$ cat src/rtl/ml_ahb_master_input_stage_if.sv
// Bundles the master-side AHB bus, the per-slave-port request/grant lines and the data-phase owner.
// Latency: none, signal bundle only.
// Backpressure: none, signal bundle only.
// Ports: m_* from the AHB master, m_hreadyout/m_hresp back to it, s_* towards the slave-port arbiters,
//        s_grant/s_hready/s_hresp from the ports, dp_port to the external data muxes.
// Modport slave is the input stage's view; modport master is the view of the surrounding environment.
interface ml_ahb_master_input_stage_if #(
  parameter int NB_SLAVE_PORT = 4,
  parameter int ADDR_WIDTH    = 32
);
  logic [1:0]               m_htrans;
  logic [ADDR_WIDTH-1:0]    m_haddr;
  logic                     m_hwrite;
  logic [2:0]               m_hsize;
  logic [2:0]               m_hburst;
  logic [3:0]               m_hprot;
  logic [NB_SLAVE_PORT-1:0] m_dec_sel;
  logic                     m_hreadyout;
  logic                     m_hresp;
  logic [NB_SLAVE_PORT-1:0] s_sel;
  logic [1:0]               s_htrans;
  logic [ADDR_WIDTH-1:0]    s_haddr;
  logic                     s_hwrite;
  logic [2:0]               s_hsize;
  logic [2:0]               s_hburst;
  logic [3:0]               s_hprot;
  logic [NB_SLAVE_PORT-1:0] s_grant;
  logic [NB_SLAVE_PORT-1:0] s_hready;
  logic [NB_SLAVE_PORT-1:0] s_hresp;
  logic [NB_SLAVE_PORT-1:0] dp_port;

  modport slave (
    input  m_htrans, m_haddr, m_hwrite, m_hsize, m_hburst, m_hprot, m_dec_sel,
    input  s_grant, s_hready, s_hresp,
    output m_hreadyout, m_hresp,
    output s_sel, s_htrans, s_haddr, s_hwrite, s_hsize, s_hburst, s_hprot,
    output dp_port
  );

  modport master (
    output m_htrans, m_haddr, m_hwrite, m_hsize, m_hburst, m_hprot, m_dec_sel,
    output s_grant, s_hready, s_hresp,
    input  m_hreadyout, m_hresp,
    input  s_sel, s_htrans, s_haddr, s_hwrite, s_hsize, s_hburst, s_hprot,
    input  dp_port
  );
endinterface

$ cat src/rtl/ml_ahb_master_input_stage.sv
// Master-side input stage of the multi-layer AHB matrix: forwards address phases, holds ungranted ones, tracks data phase.
// Latency: zero on the pass path (same-cycle sel/grant); hold path adds one stall cycle per cycle without port_ok.
// Backpressure: master is stalled via m_hreadyout while held, while the owning port is not ready, and in ERROR cycle 1.
// Ports: hclk/resetn (async active-low); bus = slave modport of ml_ahb_master_input_stage_if.
module ml_ahb_master_input_stage #(
  parameter int NB_SLAVE_PORT  = 4,
  parameter int PORT_IDX_WIDTH = 2,
  parameter int ADDR_WIDTH     = 32
) (
  input logic hclk,
  input logic resetn,
  ml_ahb_master_input_stage_if.slave bus
);

  typedef enum logic {A_PASS, A_HOLD} a_state_t;
  typedef enum logic [1:0] {DP_IDLE, DP_SLAVE, DP_ERR1, DP_ERR2} dp_state_t;

  a_state_t  a_state, a_next;
  dp_state_t dp_state, dp_next;

  logic [NB_SLAVE_PORT-1:0] dp_port, dp_port_next;

  // Held address phase. The decode is stored as a port index because it is one-hot by construction.
  logic [1:0]                h_htrans;
  logic [ADDR_WIDTH-1:0]     h_haddr;
  logic                      h_hwrite;
  logic [2:0]                h_hsize;
  logic [2:0]                h_hburst;
  logic [3:0]                h_hprot;
  logic [PORT_IDX_WIDTH-1:0] h_idx;
  logic [NB_SLAVE_PORT-1:0]  h_dec;
  logic [PORT_IDX_WIDTH-1:0] dec_idx;
  logic                      capture;

  logic [1:0]               src_htrans;
  logic [NB_SLAVE_PORT-1:0] src_dec;
  logic                     port_ok;
  logic                     valid_xfer;
  logic                     accept;
  logic                     hreadyout;
  logic                     hresp;

  always_comb begin
    dec_idx = '0;
    for (int i = 0; i < NB_SLAVE_PORT; i++) begin
      if (bus.m_dec_sel[i]) dec_idx = dec_idx | PORT_IDX_WIDTH'(i);
    end
  end

  always_comb begin
    h_dec        = '0;
    h_dec[h_idx] = 1'b1;
  end

  // Address source: the hold register while stalled, otherwise the live master bus.
  assign src_htrans    = (a_state == A_HOLD) ? h_htrans : bus.m_htrans;
  assign src_dec       = (a_state == A_HOLD) ? h_dec    : bus.m_dec_sel;
  assign bus.s_htrans  = src_htrans;
  assign bus.s_haddr   = (a_state == A_HOLD) ? h_haddr  : bus.m_haddr;
  assign bus.s_hwrite  = (a_state == A_HOLD) ? h_hwrite : bus.m_hwrite;
  assign bus.s_hsize   = (a_state == A_HOLD) ? h_hsize  : bus.m_hsize;
  assign bus.s_hburst  = (a_state == A_HOLD) ? h_hburst : bus.m_hburst;
  assign bus.s_hprot   = (a_state == A_HOLD) ? h_hprot  : bus.m_hprot;
  // BUSY still requests the port so the arbiter keeps its burst lock.
  assign bus.s_sel     = (src_htrans != 2'b00) ? src_dec : '0;

  assign port_ok    = |(src_dec & bus.s_grant & bus.s_hready);
  assign valid_xfer = bus.m_htrans[1];
  assign accept     = hreadyout & valid_xfer & (|bus.m_dec_sel);

  // Response to the master.
  always_comb begin
    hreadyout = 1'b1;
    hresp     = 1'b0;
    if (a_state == A_HOLD) begin
      hreadyout = 1'b0;
    end else begin
      case (dp_state)
        DP_SLAVE: begin
          hreadyout = |(bus.s_hready & dp_port);
          hresp     = |(bus.s_hresp & dp_port);
        end
        DP_ERR1: begin
          hreadyout = 1'b0;
          hresp     = 1'b1;
        end
        DP_ERR2: begin
          hreadyout = 1'b1;
          hresp     = 1'b1;
        end
        default: begin
          hreadyout = 1'b1;
          hresp     = 1'b0;
        end
      endcase
    end
  end

  assign bus.m_hreadyout = hreadyout;
  assign bus.m_hresp     = hresp;
  assign bus.dp_port     = dp_port;

  // Next state for both FSMs; a data phase only opens when the address phase is granted.
  always_comb begin
    a_next       = a_state;
    dp_next      = dp_state;
    dp_port_next = dp_port;
    capture      = 1'b0;
    if (a_state == A_HOLD) begin
      if (port_ok) begin
        a_next       = A_PASS;
        dp_next      = DP_SLAVE;
        dp_port_next = h_dec;
      end
    end else if (hreadyout) begin
      dp_next      = DP_IDLE;
      dp_port_next = '0;
      if (accept) begin
        if (port_ok) begin
          dp_next      = DP_SLAVE;
          dp_port_next = bus.m_dec_sel;
        end else begin
          a_next  = A_HOLD;
          capture = 1'b1;
        end
      end else if (valid_xfer) begin
        dp_next = DP_ERR1;
      end
    end else if (dp_state == DP_ERR1) begin
      dp_next = DP_ERR2;
    end
  end

  always_ff @(posedge hclk or negedge resetn) begin
    if (!resetn) begin
      a_state  <= A_PASS;
      dp_state <= DP_IDLE;
      dp_port  <= '0;
      h_htrans <= '0;
      h_haddr  <= '0;
      h_hwrite <= 1'b0;
      h_hsize  <= '0;
      h_hburst <= '0;
      h_hprot  <= '0;
      h_idx    <= '0;
    end else begin
      a_state  <= a_next;
      dp_state <= dp_next;
      dp_port  <= dp_port_next;
      if (capture) begin
        h_htrans <= bus.m_htrans;
        h_haddr  <= bus.m_haddr;
        h_hwrite <= bus.m_hwrite;
        h_hsize  <= bus.m_hsize;
        h_hburst <= bus.m_hburst;
        h_hprot  <= bus.m_hprot;
        h_idx    <= dec_idx;
      end
    end
  end

endmodule

$ cat src/flat_wrapper.sv
// flat-port wrapper written by rule: the top's interface ports become plain ports
module ml_ahb_master_input_stage_flat 
#(
  parameter int NB_SLAVE_PORT  = 4,
  parameter int PORT_IDX_WIDTH = 2,
  parameter int ADDR_WIDTH     = 32
)
  (hclk, resetn, bus_m_htrans, bus_m_haddr, bus_m_hwrite, bus_m_hsize, bus_m_hburst, bus_m_hprot, bus_m_dec_sel, bus_s_grant, bus_s_hready, bus_s_hresp, bus_m_hreadyout, bus_m_hresp, bus_s_sel, bus_s_htrans, bus_s_haddr, bus_s_hwrite, bus_s_hsize, bus_s_hburst, bus_s_hprot, bus_dp_port);
  ml_ahb_master_input_stage_if #(.NB_SLAVE_PORT(NB_SLAVE_PORT), .ADDR_WIDTH(ADDR_WIDTH)) bus_i ();
  input logic hclk;
  input logic resetn;
  input wire logic [$bits(bus_i.m_htrans)-1:0] bus_m_htrans;
  input wire logic [$bits(bus_i.m_haddr)-1:0] bus_m_haddr;
  input wire logic [$bits(bus_i.m_hwrite)-1:0] bus_m_hwrite;
  input wire logic [$bits(bus_i.m_hsize)-1:0] bus_m_hsize;
  input wire logic [$bits(bus_i.m_hburst)-1:0] bus_m_hburst;
  input wire logic [$bits(bus_i.m_hprot)-1:0] bus_m_hprot;
  input wire logic [$bits(bus_i.m_dec_sel)-1:0] bus_m_dec_sel;
  input wire logic [$bits(bus_i.s_grant)-1:0] bus_s_grant;
  input wire logic [$bits(bus_i.s_hready)-1:0] bus_s_hready;
  input wire logic [$bits(bus_i.s_hresp)-1:0] bus_s_hresp;
  output wire logic [$bits(bus_i.m_hreadyout)-1:0] bus_m_hreadyout;
  output wire logic [$bits(bus_i.m_hresp)-1:0] bus_m_hresp;
  output wire logic [$bits(bus_i.s_sel)-1:0] bus_s_sel;
  output wire logic [$bits(bus_i.s_htrans)-1:0] bus_s_htrans;
  output wire logic [$bits(bus_i.s_haddr)-1:0] bus_s_haddr;
  output wire logic [$bits(bus_i.s_hwrite)-1:0] bus_s_hwrite;
  output wire logic [$bits(bus_i.s_hsize)-1:0] bus_s_hsize;
  output wire logic [$bits(bus_i.s_hburst)-1:0] bus_s_hburst;
  output wire logic [$bits(bus_i.s_hprot)-1:0] bus_s_hprot;
  output wire logic [$bits(bus_i.dp_port)-1:0] bus_dp_port;
  assign bus_i.m_htrans = bus_m_htrans;
  assign bus_i.m_haddr = bus_m_haddr;
  assign bus_i.m_hwrite = bus_m_hwrite;
  assign bus_i.m_hsize = bus_m_hsize;
  assign bus_i.m_hburst = bus_m_hburst;
  assign bus_i.m_hprot = bus_m_hprot;
  assign bus_i.m_dec_sel = bus_m_dec_sel;
  assign bus_i.s_grant = bus_s_grant;
  assign bus_i.s_hready = bus_s_hready;
  assign bus_i.s_hresp = bus_s_hresp;
  assign bus_m_hreadyout = bus_i.m_hreadyout;
  assign bus_m_hresp = bus_i.m_hresp;
  assign bus_s_sel = bus_i.s_sel;
  assign bus_s_htrans = bus_i.s_htrans;
  assign bus_s_haddr = bus_i.s_haddr;
  assign bus_s_hwrite = bus_i.s_hwrite;
  assign bus_s_hsize = bus_i.s_hsize;
  assign bus_s_hburst = bus_i.s_hburst;
  assign bus_s_hprot = bus_i.s_hprot;
  assign bus_dp_port = bus_i.dp_port;
  ml_ahb_master_input_stage #(.NB_SLAVE_PORT(NB_SLAVE_PORT), .PORT_IDX_WIDTH(PORT_IDX_WIDTH), .ADDR_WIDTH(ADDR_WIDTH)) u_core (.hclk(hclk), .resetn(resetn), .bus(bus_i));
endmodule
$ cat config.mk
export PLATFORM = sky130hd
export DESIGN_NAME = ml_ahb_master_input_stage_flat
export DESIGN_NICKNAME = d
export VERILOG_FILES = /design/src/rtl/ml_ahb_master_input_stage_if.sv /design/src/rtl/ml_ahb_master_input_stage.sv /design/src/flat_wrapper.sv
export SDC_FILE = /design/constraint.sdc
export NUM_CORES = 1
export LEC_CHECK = 0
export ABC_CLOCK_PERIOD_IN_PS = 2200
export BUFFER_PORTS_ARGS = -buffer_cell sky130_fd_sc_hd__buf_2
export CORE_MARGIN = 2
export CORE_UTILIZATION = 49
export CTS_BUF_LIST = sky130_fd_sc_hd__clkbuf_16
export CTS_CLUSTER_DIAMETER = 150
export DETAILED_ROUTE_END_ITERATION = 12
export GPL_TIMING_DRIVEN = 0
export HOLD_SLACK_MARGIN = 0.03
export PLACE_DENSITY = 0.9
export SYNTH_ARGS = -nofsm -noshare
export SYNTH_HDL_FRONTEND = slang
export SYNTH_SLANG_ARGS = --single-unit
export TNS_END_PERCENT = 1
$ cat constraint.sdc
create_clock -name hclk -period 2.2 [get_ports hclk]
set_input_delay 0.11 -clock hclk [delete_from_list [all_inputs] [get_ports hclk]]
set_output_delay 0.11 -clock hclk [all_outputs]
set_load 0.05 [all_outputs]
### Word level (Yosys, flattened, before mapping)

Cells that the tools add are included.

| word-level totals | value |
|---|---|
| flip-flop bits (word level) | 54 |
| input bits | 63 |
| output and inout bits | 55 |
| logic and storage cells | 67 |

| cells by class | value |
|---|---|
| order comparisons | 2 |
| equality and inequality tests | 4 |
| multiplexer cells | 34 |
| bitwise gates (word level) | 6 |
| reductions and logical operators | 11 |

Operators by type and width:

| operator | number |
|---|---|
| $mux W32 | 1 |
| $mux W4 | 8 |
| $mux W2 | 9 |
| $and A4 B4 Y4 | 4 |
| $reduce_or A4 Y1 | 4 |
| $mux W1 | 11 |
| $mux W3 | 2 |
| $eq A2 B2 Y1 const B | 2 |
| $pmux W1 S2 | 2 |
| $reduce_and A2 Y1 | 2 |
| $reduce_bool A2 Y1 | 2 |
| $lt A2 B3 Y1 const B | 1 |
| $reduce_bool A3 Y1 | 1 |
| $and A1 B1 Y1 | 2 |
| $demux W1 S2 | 1 |
| $eq A2 B1 Y1 const B | 1 |
| $ge A2 B1 Y1 const B | 1 |
| $ne A2 B2 Y1 const B | 1 |
| $reduce_or A2 Y1 | 1 |
| $logic_and A1 B1 Y1 | 1 |

### Longest topological paths before layout

| depth | value |
|---|---|
| depth in word-level cells | 12 |
| depth in mapped cells | 9 |
| gate-level depth less buffers | 5 |

### Worst setup path after synthesis

No wires, ideal clock.

| timing path | value |
|---|---|
| path type | flip-flop to flip-flop |
| from | register u_core.dp_port[0] (netlist: u_core.bus.dp_port[0]) |
| to | register u_core.h_haddr[10] |
| library setup time | 0.125 ns |
| data arrival time | 2.725 ns |
| required time | 2.075 ns |
| path slack | -0.650 ns |
| cell stages (with the launch flop) | 7 |
| buffers on the path | 2 |
| clock period less this slack | 2.850 ns |
| path through | dfrtp_1 > a222oi_1 > a311oi_2 > nand4b_4 > buf_6 > buf_6 > mux2_4 |

| on the way | value |
|---|---|
| cells in the longest elaborated chain, start to end | 9 |

RTL lines:

| element | line | source |
|---|---|---|
| start, declared | ml_ahb_master_input_stage.sv:21 | `logic [NB_SLAVE_PORT-1:0] dp_port, dp_port_next;` |
| start signal, assigned | ml_ahb_master_input_stage.sv:149 | `dp_port <= dp_port_next;` |
| $and A4 B4 Y4 * | ml_ahb_master_input_stage.sv:80 | `hreadyout = \|(bus.s_hready & dp_port);` |
| $reduce_or A4 Y1 * | ml_ahb_master_input_stage.sv:80 |  |
| $pmux W1 S2 * | ml_ahb_master_input_stage.sv:78 | `case (dp_state)` |
| $mux W1 * | ml_ahb_master_input_stage.sv:75 | `if (a_state == A_HOLD) begin` |
| via bus_m_hreadyout | flat_wrapper.sv:22 | `output wire logic [$bits(bus_i.m_hreadyout)-1:0] bus_m_hreadyout;` |
| $and A1 B1 Y1 (2 in a row) | ml_ahb_master_input_stage.sv:69 | `assign accept = hreadyout & valid_xfer & (\|bus.m_dec_sel);` |
| $mux W1 | ml_ahb_master_input_stage.sv:118 | `if (accept) begin` |
| $mux W1 * | ml_ahb_master_input_stage.sv:115 | `end else if (hreadyout) begin` |
| $mux W1 * | ml_ahb_master_input_stage.sv:109 | `if (a_state == A_HOLD) begin` |
| end signal, assigned | ml_ahb_master_input_stage.sv:152 | `h_haddr <= bus.m_haddr;` |
| end, declared | ml_ahb_master_input_stage.sv:25 | `logic [ADDR_WIDTH-1:0] h_haddr;` |

The timed path passes the listed nets; every way through them passes the cells marked *.
A chain may end at the register's enable or synchronous reset.

### Worst setup path in the final report

| timing path | value |
|---|---|
| from | register u_core.a_state |
| to | register u_core.h_haddr[10] |

| on the way | value |
|---|---|
| cells in the longest elaborated chain, start to end | 8 |
| elaborated cells between the ends (all ways) | 11 |
| those cells by class | mux: 6; bitwise: 4; reduce/logical: 1 |

RTL lines:

| element | line | source |
|---|---|---|
| start, declared | ml_ahb_master_input_stage.sv:18 | `a_state_t a_state, a_next;` |
| start signal, assigned | ml_ahb_master_input_stage.sv:147 | `a_state <= a_next;` |
| $mux W4 | ml_ahb_master_input_stage.sv:57 | `assign src_dec = (a_state == A_HOLD) ? h_dec : bus.m_dec_sel;` |
| $and A4 B4 Y4 (2 in a row) | ml_ahb_master_input_stage.sv:67 | `assign port_ok = \|(src_dec & bus.s_grant & bus.s_hready);` |
| $reduce_or A4 Y1 | ml_ahb_master_input_stage.sv:67 |  |
| $mux W1 | ml_ahb_master_input_stage.sv:119 | `if (port_ok) begin` |
| $mux W1 | ml_ahb_master_input_stage.sv:118 |  |
| $mux W1 | ml_ahb_master_input_stage.sv:115 |  |
| $mux W1 * | ml_ahb_master_input_stage.sv:109 |  |

Mark *: on every way between the ends. The rest lies on a longest branch, timed or not.

==> metrics <==
status completed; pin count of the biggest net entering global routing 55; met2 WL post-DR 3.272 mm; minimum clock period 2.125 ns; met3 routed WL 433 µm; worst vdd ir 0.9600 mV; Synth Flop Type dfrtp_1; first-pass GRT wire length 9.259 mm; CTS tree done; r2r setup slk 0.08 ns; highest metal used met4; post-DR wirelength/cell 14.79 µm; Hold WS 0.06595 ns; diode count 0; CTS max path bufs 2; initial antenna violation count 0; Synth top cells by count mux2_2, dfrtp_1, mux2_4; Leak Pwr 1.945 nW; critical path type flip-flop to flip-flop; origin of the critical flop-to-flop path u_core.a_state; worst endpoint required time 2.37 ns; worst path arrival time 2.29 ns; Ys Warns 0; Post-synth EDFFs 0; syn_area_per_cell 13.43 µm²; Rows 28; Detailed Route Iter0 Violations 87; Slowest cell on crit path dfrtp_1; Yosys cell types 30; footprint of the multi-input gates 1511 µm²; met1 wire length 2.556 mm; clock-pin slew on the worst setup and hold paths 0.06 ns; final worst-path cycle share 96.57%; Hold Violations, Final 0; Async SR Flop Fraction 100.0%; CP Launch Type flip-flop; Area contributors post-synth dfrtp_1, mux2_2, mux2_4, buf_6, nor2_1; 1st-pass router iterations 4; fin nets 414; Yosys top cell area share 45.94%; fill count 457; Crit. End Element flip-flop; CTS Sinks 54; Crit Path Max Fanout 10; total track usage 18.25%; die area 6639 µm²; Synth Net Count 282; worst min-delay path category input port to asynchronous set/reset pin; H-tree Lvls 2; Final HPWL DP 4.561 mm; post-route ant nets 0; Die Height 81.48 µm; register area 1356 µm²; setup tns final 0 ns; share of layout cells above drive strength 1 70.09%; Fmax 470.7 MHz; core area 5851 µm²; port bufs 116; clock root buffer clkbuf_16; DR DRC count 0; # hold bufs at CTS 0; gpl congestion 0.7789; P per Cell Area 1606 nW/µm²; mapped cell area 2942 µm²; Synth area leader dfrtp_1; average vias per placed instance 5.317; crit path cell chain buf_6 > and3b_2 > o211ai_1 > o2111a_1 > buf_6 > nand4b_4 > buf_8 > buf_8 > mux2_4; final setup violation count 0; global route overflow 0; Fin Clk Skew 0.002198 ns; count leader, synth mux2_2; RSZ-0062 raised after global routing true; flops & latches, synth 54; TritonCTS Buffers 5; Worst-Margin Slew 1.178 ns; via count 2265; Slowest Stage Delay on Critical Path 0.41 ns; Die Width 81.48 µm; Worst R2R Path Depth 9; vias in the first global route 2135; reg2reg end u_core.h_haddr[10]; final slew viol count 0; Seq/Total Area, Yosys 45.94%; drt total wl 6.301 mm; Starting Density 50.28%; Area growth syn-to-layout 32.16%; Max Cap Viol 0; Slew HR 21.47%; Clock Latency Late Sink 0.28 ns; I/O Pins 118; Mapped Cells 219
-- critical path: cells and delay by family, from the launching register on --
family | cells | cell delay [ns]
AO/OA/AOI/OAI | 2 | 0.37
buffers and inverters | 4 | 0.57
flip-flops | 1 | 0.41
multiplexers | 1 | 0.30
AND/OR/NAND/NOR | 2 | 0.33
-- per-stage QoR --
| step | utilization (%) | cell area, µm² | power (mW) | worst slack, ns | cells |
|---|---|---|---|---|---|
| finish | 66.45 | 3887 | 6.243 | 0.07550 | 426 |
| CTS | 64.88 | 3796 | 6.180 | -0.1080 | 417 |
| global placement | 62.08 | 3632 | 5.191 | -0.01964 | 410 |
| floorplan | - | 2958 | 4.593 | -0.1598 | 219 |
| detailed placement | 62.08 | 3632 | 5.295 | -0.1236 | 410 |
| global route | 66.45 | 3887 | 6.559 | -0.02019 | 426 |
-- state kept, by name, indices dropped and copies added, names as in the netlist --
name / cells
u_core.h_hburst: 3
u_core.h_hwrite: 1
u_core.bus.dp_port: 4
u_core.h_hsize: 3
u_core.h_idx: 2
u_core.h_htrans: 2
u_core.h_hprot: 4
u_core.a_state: 1
u_core.dp_state: 2
u_core.h_haddr: 32
-- power breakdown --
group          internal (mW)  leakage, nW  total, mW  switching [mW]
clock                  0.526       0.0773      0.843           0.317
sequential              1.48        0.637       1.74           0.267
combinational           1.48         1.23       3.66            2.18
total                   3.48         1.95       6.24            2.76
-- routing by layer --
layer | up-vias | global-route usage, %
met5 | - | 0
met4 | 0 | 4.576
met3 | 4 | 4.286
met2 | 88 | 33.20
met1 | 1113 | 21.65
li1 | 1060 | -
-- cell type report --
type	count	share of cell area [%]
clock buffers	5	3.219
multi-input cells	148	38.88
clock inverters	2	0.8690
plain buffers	13	2.736
repair buffers	125	16.61
well taps	75	2.414
inverters	4	0.3862
flip-flops and latches	54	34.89
-- cells in the final DEF (no fill, tap or decap), drive strengths merged --
cell type / n
o2111a: 1
mux2: 93
nand2b: 1
o21bai: 5
and3b: 2
or3b: 1
a22o: 2
nor2b: 5
nand4b: 1
mux2i: 2
a222oi: 1
inv: 4
buf: 133
bufinv: 1
clkinv: 1
o211ai: 3
o21ai: 2
a311oi: 1
and3: 1
nor2: 11
nand2: 4
a21oi: 3
nand3: 1
nor4: 1
a2bb2oi: 1
dfrtp: 54
nor3b: 1
clkbuf: 10
nand4: 5
-- kinds of logic after synthesis --
kind of cell           synth area share (%)
multiplexers                          38.83
flip-flops                            45.94
AND/OR/NAND/NOR                       6.806
AO/OA/AOI/OAI                         5.019
buffers and inverters                 3.403
-- repair_timing --
| action | CTS | global route |
|---|---|---|
| gates cloned | 0 | 0 |
| pin swaps | 1 | 2 |
| resized for setup | 4 | 11 |
| setup endpoints to repair | 62 | 66 |
| setup buffers | 0 | 9 |
-- worst max-delay path by stage --
stage,start,end,slack (ns),depth (start not counted)
after CTS,u_core.bus.dp_port[0],u_core.h_haddr[10],-0.11,6
after global placement,u_core.a_state,bus_s_haddr[13],-0.02,5
final,u_core.a_state,u_core.h_haddr[10],0.08,9
after detailed placement,u_core.bus.dp_port[0],u_core.h_haddr[10],-0.12,6
after global routing,u_core.a_state,u_core.h_hburst[2],-0.02,9
after floorplan,u_core.bus.dp_port[0],u_core.h_haddr[10],-0.16,6
No activity file was read; power rests on OpenSTA's default activity.
